[src/rtl/bru_pkg.sv]
// Shared encodings and state type for the branch resolve unit.
// Optional statistics counters are enabled by defining BRU_STATS_EN.
package bru_pkg;

    localparam logic [5:0] OP_REGIMM = 6'b000001;
    localparam logic [5:0] OP_BEQ    = 6'b000100;
    localparam logic [5:0] OP_BNE    = 6'b000101;
    localparam logic [5:0] OP_BLEZ   = 6'b000110;
    localparam logic [5:0] OP_BGTZ   = 6'b000111;

    localparam logic [4:0] RT_BLTZ   = 5'b00000;
    localparam logic [4:0] RT_BGEZ   = 5'b00001;
    localparam logic [4:0] RT_BLTZAL = 5'b10000;
    localparam logic [4:0] RT_BGEZAL = 5'b10001;

    typedef enum logic {
        S_IDLE,
        S_FLUSH
    } bru_state_t;

endpackage

[src/rtl/bru_cond_eval.sv]
// Combinational MIPS branch condition evaluator.
// Reports whether the branch is taken, links, and is a legal encoding.
module bru_cond_eval
    import bru_pkg::*;
#(
    parameter int DATA_W = 32
) (
    input  logic [5:0]        opcode_i,
    input  logic [4:0]        rt_field_i,
    input  logic [DATA_W-1:0] rs_val_i,
    input  logic [DATA_W-1:0] rt_val_i,
    output logic              cond_taken_o,
    output logic              is_link_o,
    output logic              legal_o
);

    logic eq;
    logic neg;
    logic zero;

    assign eq   = (rs_val_i == rt_val_i);
    assign neg  = rs_val_i[DATA_W-1];
    assign zero = (rs_val_i == '0);

    always_comb begin
        cond_taken_o = 1'b0;
        is_link_o    = 1'b0;
        legal_o      = 1'b1;
        case (opcode_i)
            OP_BEQ: cond_taken_o = eq;
            OP_BNE: cond_taken_o = !eq;
            OP_BLEZ: begin
                cond_taken_o = neg | zero;
                legal_o      = (rt_field_i == 5'd0);
            end
            OP_BGTZ: begin
                cond_taken_o = !neg & !zero;
                legal_o      = (rt_field_i == 5'd0);
            end
            OP_REGIMM: begin
                case (rt_field_i)
                    RT_BLTZ: cond_taken_o = neg;
                    RT_BGEZ: cond_taken_o = !neg;
                    RT_BLTZAL: begin
                        cond_taken_o = neg;
                        is_link_o    = 1'b1;
                    end
                    RT_BGEZAL: begin
                        cond_taken_o = !neg;
                        is_link_o    = 1'b1;
                    end
                    default: legal_o = 1'b0;
                endcase
            end
            default: legal_o = 1'b0;
        endcase
    end

endmodule

[src/rtl/branch_resolve_unit.sv]
// Registered EX-stage branch resolution with multi-cycle IF/ID flush FSM.
// Define BRU_STATS_EN to add saturating branch/taken statistics ports.
module branch_resolve_unit
    import bru_pkg::*;
#(
    parameter int DATA_W       = 32,
    parameter int FLUSH_CYCLES = 1,
    parameter int LINK_REG     = 31
) (
    input  logic              clk_i,
    input  logic              reset_i,
    input  logic              br_valid_i,
    input  logic              stall_i,
    input  logic [5:0]        opcode_i,
    input  logic [4:0]        rt_field_i,
    input  logic [DATA_W-1:0] rs_val_i,
    input  logic [DATA_W-1:0] rt_val_i,
    input  logic [DATA_W-1:0] pc_plus4_i,
    input  logic [DATA_W-1:0] br_target_i,
    output logic              taken_o,
    output logic [DATA_W-1:0] target_pc_o,
    output logic              link_we_o,
    output logic [4:0]        link_addr_o,
    output logic [DATA_W-1:0] link_data_o,
    output logic              if_id_reset_o,
    output logic              illegal_br_o,
    output logic              busy_o
`ifdef BRU_STATS_EN
    ,
    output logic [31:0]       stat_branches_o,
    output logic [31:0]       stat_taken_o
`endif
);

    localparam logic [2:0] CNT_INIT =
        (FLUSH_CYCLES > 0) ? 3'(FLUSH_CYCLES - 1) : 3'd0;
    localparam logic FLUSH_EN = (FLUSH_CYCLES > 0);

    logic cond_taken;
    logic is_link;
    logic legal;

    bru_cond_eval #(
        .DATA_W(DATA_W)
    ) u_cond (
        .opcode_i    (opcode_i),
        .rt_field_i  (rt_field_i),
        .rs_val_i    (rs_val_i),
        .rt_val_i    (rt_val_i),
        .cond_taken_o(cond_taken),
        .is_link_o   (is_link),
        .legal_o     (legal)
    );

    bru_state_t        state_q, state_d;
    logic [2:0]        cnt_q, cnt_d;
    logic              taken_q, taken_d;
    logic [DATA_W-1:0] target_q, target_d;
    logic              link_we_q, link_we_d;
    logic [DATA_W-1:0] link_data_q, link_data_d;
    logic              illegal_q, illegal_d;

    logic accept;
    logic br_taken;

    // A branch arriving while flushing is itself a squashed instruction.
    assign accept   = br_valid_i & !stall_i & (state_q == S_IDLE);
    assign br_taken = accept & legal & cond_taken;

    always_comb begin
        taken_d     = br_taken;
        target_d    = br_taken ? br_target_i : '0;
        link_we_d   = accept & legal & is_link;
        link_data_d = (accept & legal & is_link)
                    ? pc_plus4_i + DATA_W'(4) : '0;
        illegal_d   = accept & !legal;
    end

    always_comb begin
        state_d = state_q;
        cnt_d   = cnt_q;
        case (state_q)
            S_IDLE: begin
                if (br_taken && FLUSH_EN) begin
                    state_d = S_FLUSH;
                    cnt_d   = CNT_INIT;
                end
            end
            S_FLUSH: begin
                if (!stall_i) begin
                    if (cnt_q == 3'd0) begin
                        state_d = S_IDLE;
                    end else begin
                        cnt_d = cnt_q - 3'd1;
                    end
                end
            end
            default: begin
                state_d = S_IDLE;
                cnt_d   = 3'd0;
            end
        endcase
    end

    always_ff @(posedge clk_i) begin
        if (reset_i) begin
            state_q     <= S_IDLE;
            cnt_q       <= 3'd0;
            taken_q     <= 1'b0;
            target_q    <= '0;
            link_we_q   <= 1'b0;
            link_data_q <= '0;
            illegal_q   <= 1'b0;
        end else begin
            state_q     <= state_d;
            cnt_q       <= cnt_d;
            taken_q     <= taken_d;
            target_q    <= target_d;
            link_we_q   <= link_we_d;
            link_data_q <= link_data_d;
            illegal_q   <= illegal_d;
        end
    end

    assign taken_o       = taken_q;
    assign target_pc_o   = target_q;
    assign link_we_o     = link_we_q;
    assign link_addr_o   = link_we_q ? 5'(LINK_REG) : 5'd0;
    assign link_data_o   = link_data_q;
    assign illegal_br_o  = illegal_q;
    assign if_id_reset_o = (state_q == S_FLUSH);
    assign busy_o        = (state_q == S_FLUSH);

`ifdef BRU_STATS_EN
    logic [31:0] stat_br_q, stat_br_d;
    logic [31:0] stat_tk_q, stat_tk_d;

    always_comb begin
        stat_br_d = stat_br_q;
        stat_tk_d = stat_tk_q;
        if (accept && stat_br_q != 32'hFFFF_FFFF) begin
            stat_br_d = stat_br_q + 32'd1;
        end
        if (br_taken && stat_tk_q != 32'hFFFF_FFFF) begin
            stat_tk_d = stat_tk_q + 32'd1;
        end
    end

    always_ff @(posedge clk_i) begin
        if (reset_i) begin
            stat_br_q <= 32'd0;
            stat_tk_q <= 32'd0;
        end else begin
            stat_br_q <= stat_br_d;
            stat_tk_q <= stat_tk_d;
        end
    end

    assign stat_branches_o = stat_br_q;
    assign stat_taken_o    = stat_tk_q;
`endif

endmodule

[config.mk]
export PLATFORM = sky130hd
export DESIGN_NAME = branch_resolve_unit
export DESIGN_NICKNAME = d
export VERILOG_FILES = /design/src/rtl/bru_pkg.sv /design/src/rtl/bru_cond_eval.sv /design/src/rtl/branch_resolve_unit.sv
export SDC_FILE = /design/constraint.sdc
export NUM_CORES = 1
export LEC_CHECK = 0
export CAP_MARGIN = 20
export CORE_ASPECT_RATIO = 0.8
export CORE_MARGIN = 3
export CORE_UTILIZATION = 39
export CTS_CLUSTER_SIZE = 30
export DETAILED_ROUTE_END_ITERATION = 16
export HOLD_SLACK_MARGIN = 0.05
export PLACE_DENSITY_LB_ADDON = 0.2
export SLEW_MARGIN = 20
export SYNTH_ARGS = -nofsm -noshare
export SYNTH_HDL_FRONTEND = slang
export SYNTH_SLANG_ARGS = --single-unit
[constraint.sdc]
create_clock -name clk_i -period 4.41 [get_ports clk_i]
set_input_delay 0.882 -clock clk_i [delete_from_list [all_inputs] [get_ports clk_i]]
set_output_delay 0.882 -clock clk_i [all_outputs]
set_load 0.01 [all_outputs]
# Yosys cells after proc, flatten, opt, wreduce, memory -nomap -nowiden
# Cells that the tools add are included.
# Widths: inputs -> output; s select.
[classes]
n_reduce_logical = 17
bitwise = 11
n_addsub = 2
eq_ne = 12
n_mux = 15
[ops]
columns = ["op", "count"]
rows = [
  ["$add 32x3->32 const B", 1],
  ["$eq 32x32->1", 1],
  ["$logic_not 32->1", 1],
  ["$eq 6x3->1 const B", 4],
  ["$reduce_or 2->1", 7],
  ["$eq 5x5->1 const B", 2],
  ["$mux 3", 3],
  ["$and 1x1->1", 7],
  ["$eq 6x1->1 const B", 1],
  ["$mux 1", 6],
  ["$ne 2x2->1 const B", 3],
  ["$pmux 3 s2", 1],
  ["$eq 5x1->1 const B", 1],
  ["$logic_not 1->1", 5],
  ["$logic_not 5->1", 1],
  ["$mux 5", 1],
  ["$pmux 1 s5", 1],
  ["$pmux 1 s2", 2],
  ["$reduce_or 4->1", 1],
  ["$logic_not 3->1", 1],
  ["$not 1->1", 3],
  ["$pmux 1 s3", 1],
  ["$reduce_and 3->1", 1],
  ["$sub 3x1->3 const B", 1],
  ["$or 1x1->1", 1],
]
[word_totals]
register_bits = 71

# Logic depth before layout (Yosys ltp)
[depth]
word_depth = 8
depth_mapped = 9
ltp_nobuf = 8

# By module
# A second synthesis with hierarchy kept.
[unflattened]
cells_unflattened = 347
area_unflattened_um2 = 3164.3
[modules_own_cells]
columns = ["mod", "cells_each", "area_each_um2", "seq_area_each_um2", "n_inst"]
rows = [
  ["branch_resolve_unit", 273, 2627.5, 1421.4, 1],
  ["bru_cond_eval", 74, 536.8, 0.0, 1],
]

# Worst setup path after synthesis
# OpenSTA, ideal clock, no wires.
[synth_path]
kind = "input to register"
from = "in rs_val_i[16]"
to = "reg target_q[10], in the netlist target_pc_o[10]"
arrival_ns = 2.500
n_path_buf = 2
stages = 8
required_time_ns = 4.329
path_slack_ns = 1.829
setup_time_ns = 0.081
path_cell_list = "nor4_1 -> nand2_1 -> or4_4 -> o221a_4 -> or2_1 -> buf_6 -> buf_6 -> a211oi_2"
[synth_between]
elab_chain_cells = 7
[synth_rtl]
columns = ["element", "line_no", "text"]
rows = [
  ["from (decl)", "branch_resolve_unit.sv:16", "input logic [DATA_W-1:0] rs_val_i,"],
  ["$logic_not 32->1", "bru_cond_eval.sv:23", "assign zero = (rs_val_i == '0);"],
  ["$logic_not 1->1", "bru_cond_eval.sv:37", "cond_taken_o = !neg & !zero;"],
  ["$and 1x1->1", "bru_cond_eval.sv:37", ""],
  ["$pmux 1 s5 *", "bru_cond_eval.sv:29", "case (opcode_i)"],
  ["$and 1x1->1 *", "branch_resolve_unit.sv:68", "assign br_taken = accept & legal & cond_taken;"],
  ["$not 1->1 (no source line) *", "-", ""],
  ["$reduce_or 2->1 (no source line) *", "-", ""],
  ["to (signal assigned)", "branch_resolve_unit.sv:118", "target_q <= target_d;"],
  ["to (decl)", "branch_resolve_unit.sv:58", "logic [DATA_W-1:0] target_q, target_d;"],
]
# Every way passes the cells marked *; elsewhere a longest branch is shown, timed or not.
# A chain may end at the register's enable or synchronous reset.

# Worst setup path after layout
[layout_path]
from = "in rs_val_i[23]"
to = "reg cnt_q[0]"
[layout_between]
elab_chain_cells = 7
[layout_rtl]
columns = ["element", "line_no", "text"]
rows = [
  ["$logic_not 32->1", "bru_cond_eval.sv:23", ""],
  ["$logic_not 1->1", "bru_cond_eval.sv:37", ""],
  ["$and 1x1->1", "bru_cond_eval.sv:37", ""],
  ["$pmux 1 s5 *", "bru_cond_eval.sv:29", ""],
  ["$and 1x1->1 *", "branch_resolve_unit.sv:68", ""],
  ["$ne 2x2->1 (no source line) *", "-", ""],
  ["$reduce_and 3->1 (no source line) *", "-", ""],
  ["to (signal assigned)", "branch_resolve_unit.sv:116", "cnt_q <= cnt_d;"],
  ["to (decl)", "branch_resolve_unit.sv:56", "logic [2:0] cnt_q, cnt_d;"],
]
# Marked as above.

==> out/metrics.csv <==
stage;metric;value;unit
power;Int Pwr;1.28;mW
worst_setup_path;WP data required;4620;ps
clock_tree;CTS root buffer;clkbuf_16;
timing;fin crit period;3210;ps
logic_synthesis;post-synth cell types;46;
flow_run;Max Cap Violations;0;
cells_and_area;fin nets;736;
placement;port buffer count;216;
drt;metal2 WL;5300;um
clock_tree;clock buffer depth;2;
worst_setup_path;crit path capture type;flip-flop;
timing;fin crit share;0.729;
drt;DR vias;3411;
floorplanning;Die W;112;um
worst_setup_path;Crit-path slowest cell;or4_4;
logic_synthesis;share of the synthesized area in the top cell type;0.403;
power;Comb power frac;0.137;
clock_tree;worst skew pair latency;320;ps
logic_synthesis;mapped cell area;3530;sq um
worst_hold_path;Endpoint, Worst Hold;cnt_q[2];
grt;GRT Residual Overflow;0;
floorplanning;FP Rows;30;
worst_setup_path;critical path type;input pin to flip-flop;
drt;via-per-instance ratio;4.82;
cells_and_area;commonest cells after routing, fill and taps aside;clkdlybuf4s50_1 (216), dfxtp_1 (71), xor2_1 (54), inv_1 (42), nor2_1 (36);
clock_tree;Hold-fix buffers, CTS;0;
clock_tree;# Post-CTS Setup Buffers;0;
worst_setup_path;FF-to-FF setup slack;2440;ps
power;clock share of power;0.472;
logic_synthesis;syn nets;528;
worst_setup_path;Critical Path AT;3420;ps
timing;Min Hold Slack;567;ps
worst_hold_path;Hold Startpoint;cnt_q[2];
grt;number of global-route vias before repair;3396;
timing;setup_tns;0;ps
worst_setup_path;reg-to-reg startpoint;busy_o;
clock_tree;CTS sink cnt;71;
grt;largest net degree at the start of global routing;38;
power;P_leak;2.23;nW
drt;Routed WL;10700;um
power;Sw Pwr;0.357;mW
worst_setup_path;Slowest Stage Delay on Critical Path;530;ps
logic_synthesis;YS warnings;0;
drt;DR WL/cell;15.2;um
timing;fin. max-slew vios;0;
cells_and_area;antenna cells;0;
logic_synthesis;largest cells by area after synthesis;dfxtp_1 (40%), xor2_1 (13%), a211oi_2 (9.9%);
placement;dpl hpwl;8640;um
worst_hold_path;Hold Crit Class;flip-flop to flip-flop;
power;maximum VDD drop;244;uV
timing;Max-slew headroom;0.371;
floorplanning;core area;8630;sq um
outcome;status;finished clean;
grt;gr usage total;0.204;
worst_setup_path;R2R depth;5;
drt;router iterations before antenna repair;5;
worst_setup_path;top fanout value on the critical path;18;
timing;Final Setup Violations;0;
grt;global-route wire length before repair;16900;um
floorplanning;initial core utilization;0.408;
timing;Slew @ Worst Pin;944;ps
worst_setup_path;Setup crit start kind;input pin;
cells_and_area;share of layout cells above drive strength 1;0.0958;
logic_synthesis;register area share after synthesis;0.403;
logic_synthesis;Yosys top cell by area;dfxtp_1;
power;power density over the cells;271;nW/um^2
cells_and_area;fillcell total;689;
logic_synthesis;Mean Syn Cell Area;9.23;sq um
drt;met1 wire length;4310;um
clock_tree;H-tree levels;3;
logic_synthesis;FF+latch count, synth;71;
cells_and_area;commonest non-fill, non-tap cell in the layout;clkdlybuf4s50_1;
worst_setup_path;Critical R2R Capture;busy_o;
drt;drt drc;0;
timing;Highest Clock Rate;311;MHz
worst_setup_path;Crit path max-delay family;simple AND/OR/NAND/NOR gates;
clock_tree;clock slew at reported path FFs;60;ps
drt;Met3 Wirelength;983;um
placement;gpl congestion;0.874;
clock_tree;Resized Gates After CTS;0;
drt;Detail Route Antenna Nets;0;
timing;Final Hold Viols;0;
drt;Top Layer Used;met4;
power;total power;1.64;mW
grt;initial antenna violation count;0;
floorplanning;Top Ports;217;
timing;post-route setup slack;1200;ps
clock_tree;CTS Buf Count;9;
cells_and_area;final core utilization;0.701;
worst_setup_path;crit-path cells;clkdlybuf4s50_1 -> nor4_1 -> nand2_1 -> or4_4 -> o221a_4 -> or2_2 -> buf_12 -> o211a_1;
clock_tree;CTS tree;built;
logic_synthesis;Mapped Cells;382;
floorplanning;Die Y-Extent;91.0;um
drt;Iter 0 DRT Violations;109;
power;sequential power share;0.392;
timing;clock skew;7.97;ps
power;switching share of power;0.218;
worst_setup_path;crit path buf inv count;2;
worst_hold_path;Hold Crit Depth;2;
cells_and_area;Area growth syn-to-layout;71.8;%
placement;Setup WS pre-CTS;900;ps
timing;RSZ-0062 raised after global routing;no;
floorplanning;total die area;10200;sq um
## synth_stat cells, drive strengths merged
| cell type | count |
|---|---|
| mux2i | 2 |
| and2 | 5 |
| nor4b | 1 |
| o211a | 1 |
| o22ai | 2 |
| and3 | 2 |
| a31oi | 1 |
| buf | 15 |
| nand2 | 21 |
| dfxtp | 71 |
| nand2b | 1 |
| a211oi | 32 |
| nand4 | 8 |
| or3 | 5 |
| a22oi | 1 |
| a21oi | 5 |
| o211ai | 2 |
| o221a | 1 |
| nor2 | 37 |
| o21ai | 3 |
| o2111a | 1 |
| a31o | 1 |
| a32oi | 1 |
| inv | 42 |
| nand3 | 8 |
| nor3b | 1 |
| or4 | 1 |
| a21o | 1 |
| o2111ai | 2 |
| ha | 3 |
| nor3 | 9 |
| and4 | 6 |
| clkbuf | 7 |
| o41ai | 1 |
| xnor2 | 6 |
| xor2 | 54 |
| nor4 | 19 |
| or2 | 3 |
## area by class of cell
cell class | count | area [sq um] | area share
Clock buffer | 10 | 229 | 0.0378
Clock inverter | 6 | 93.8 | 0.0155
Inverter | 42 | 158 | 0.0260
Multi-Input combinational cell | 247 | 1820 | 0.300
Sequential cell | 71 | 1420 | 0.235
Tap cell | 112 | 140 | 0.0231
Timing Repair Buffer | 219 | 2200 | 0.363
## flip-flops by register name, summed over array words and instances, names as in the netlist
| register | count |
|---|---|
| illegal_br_o | 1 |
| cnt_q | 3 |
| link_we_o | 1 |
| busy_o | 1 |
| taken_o | 1 |
| link_data_o | 32 |
| target_pc_o | 32 |
## per-stage QoR
| step | instances | cell area [sq um] |
|---|---|---|
| after floorplan | 382 | 3530 |
| after global placement | 691 | 5730 |
| after detailed placement | 691 | 5730 |
| after CTS | 707 | 6060 |
| after global routing | 707 | 6060 |
| final | 707 | 6060 |
## routing by layer
metal	up-vias	global-route usage
met5	-	0
met3	13	0.0779
li1	1723	-
met1	1544	0.239
met2	131	0.347
met4	0	0.0581
## power groups by stage
stage               Combinational (mW)  Clock (mW)  Sequential (mW)
finish                           0.224       0.774            0.643
global placement                 0.218           0            0.657
floorplan                       0.0598           0            0.657
global route                     0.241       0.816            0.642
CTS                              0.225       0.789            0.642
detailed placement               0.222           0            0.657
## worst max path at each step
stage	start	end	slack, ps	depth (start not counted)
after floorplan	rs_val_i[16]	target_pc_o[10]	1830	8
after global placement	rs_val_i[23]	cnt_q[0]	880	8
after detailed placement	rs_val_i[23]	cnt_q[0]	900	8
after CTS	rs_val_i[23]	cnt_q[0]	1240	8
final	rs_val_i[23]	cnt_q[0]	1200	8
after global routing	opcode_i[2]	cnt_q[0]	1080	8
## cell families (layout without fill, tap and decap cells)
family,count (synthesis),after routing,synth area share
compound gates,55,55,0.161
xor+xnor,60,60,0.149
fa+ha+maj,3,3,0.0106
buf+inv,64,277,0.0841
flops,71,71,0.403
mux,2,2,0.00568
simple gates,127,127,0.187
## tightest hold or removal path, cell delays in order, from the launching register on
cell and delay [ps]:
dfxtp_1 330, o2111ai_1 110, o22ai_1 80
(Power assumes the default switching activity.)
==> RTL change, RTL diff (config.mk and constraints unchanged) <==
`DATA_W` is set to 32 in 2 places; all go to 24.
--- a/src/rtl/bru_cond_eval.sv
+++ b/src/rtl/bru_cond_eval.sv
@@ -5,3 +5,3 @@
 #(
-    parameter int DATA_W = 32
+    parameter int DATA_W = 24
 ) (
--- a/src/rtl/branch_resolve_unit.sv
+++ b/src/rtl/branch_resolve_unit.sv
@@ -5,3 +5,3 @@
 #(
-    parameter int DATA_W       = 32,
+    parameter int DATA_W       = 24,
     parameter int FLUSH_CYCLES = 1,
Interface: changed (6 resized); port bits go from 217 to 169. No check against the original RTL was run, so the function may have changed too.
==> RTL change against the original RTL <==
Power shrank 43%; area after synthesis is 32% lower; sequential cell count fell by 16; setup slack improved by 0.33 ns; global-route usage shrank 1.3 points; hold slack got worse by 0.049 ns; critical path type unchanged; final area is 31% lower; routed wire length fell by 35%; non-clock buffer count down 51; via count is 33% lower; sequential power down 23%.
==> RTL change: results <==
set metrics [dict create \
    status "finished clean" \
    clk_share_pct 2.18 \
    yosysSeqAreaShare_pct 46.0 \
    irDropWorstVdd_v 0.000140 \
    seq_share_pct 26.3 \
    gp_congestion 0.829 \
    cp-startpoint "rs_val_i[12]" \
    seq_area_sq_um 1100 \
    timing.rr.end "link_data_o[3]" \
    drive_above_1_share_pct 3.08 \
    buffers 168 \
    dr.first_iter.drc_count 80 \
    dp_hpwl_mm 5.77 \
    cts_made_buffers 5 \
    h-tree-depth 2 \
    nonClockInverterCount 8 \
    arrival_ns 3.14 \
    synth_nets 370 \
    pre_cts_slack_ns 1.16 \
    ys_types 37 \
    multi_input_area_sq_um 1190 \
    netlist_top_cells_area "dfxtp_1 46%, xor2_1 12%, and2_1 7.1%" \
    fin_hold_ws_ns 0.518 \
    grt_max_degree 27 \
    leakage_nw 1.57 \
    grt_pass1_vias 2145 \
    drt_wl_total_mm 6.92 \
    area_share_nonclk_buffers_pct 40.1 \
    path_clk_slew_ns 0.10 \
    synth_seq_cells 55 \
    endpoint "target_pc_o[4]" \
    grt_pass1_wl_mm 10.7 \
    cts-root-buf "clkbuf_8" \
    port_buffers 168 \
]
## RTL change: changes by cell type after synthesis, moves of 8 or more
cell      before  now
inv_1         42    7
dfxtp_1       71   55
nor2_1        37   29
and2_1         5   27
xor2_1        54   33
nand2_1       21   13
a211oi_2      28    0
## RTL change: worst min-delay path by stage
stage                        start       end  depth (start not counted)
final                     cnt_q[0]  cnt_q[0]                          1
after global routing      cnt_q[0]  cnt_q[0]                          1
after CTS                 cnt_q[0]  cnt_q[0]                          1
after detailed placement  cnt_q[0]  cnt_q[0]                          1
after global placement    cnt_q[0]  cnt_q[0]                          1
after floorplan           cnt_q[0]  cnt_q[0]                          1
## RTL change: power by group
part | internal, W | leakage (nW) | switching, W
clock network | 0.000115 | 0.0489 | 0.000166
logic | 0.000108 | 1.07 | 0.0000498
registers | 0.000497 | 0.443 | 0.0000000949
## RTL change: worst max-delay path, cell delays in order
cell	delay [ns]
clkdlybuf4s50_1	0.45
xor2_1	0.18
nor4_1	0.43
nand4_1	0.22
or3_4	0.38
a21oi_2	0.15
o211a_4	0.29
and2_1	0.16
## RTL change: layer usage
layer  part of all wire, %  global-route usage [%]  wire [microns]  vias to the layer above
li1                      -                       -               -                     1188
met1                    42                    23.6            2880                     1008
met2                    48                    32.0            3340                       92
met3                   9.1                    5.92             632                        6
met4                   1.0                    5.19              69                        0
met5                     0                       0               0                        -
## RTL change: kinds of logic after synthesis
kind of cell,count (synthesis),synth area share [%]
buffers and inverters,18,4.39
AO/OA/AOI/OAI,22,6.80
XOR/XNOR,43,15.7
flip-flops,55,46.0
adder cells (fa/ha/maj),3,1.57
AND/OR/NAND/NOR,115,25.5
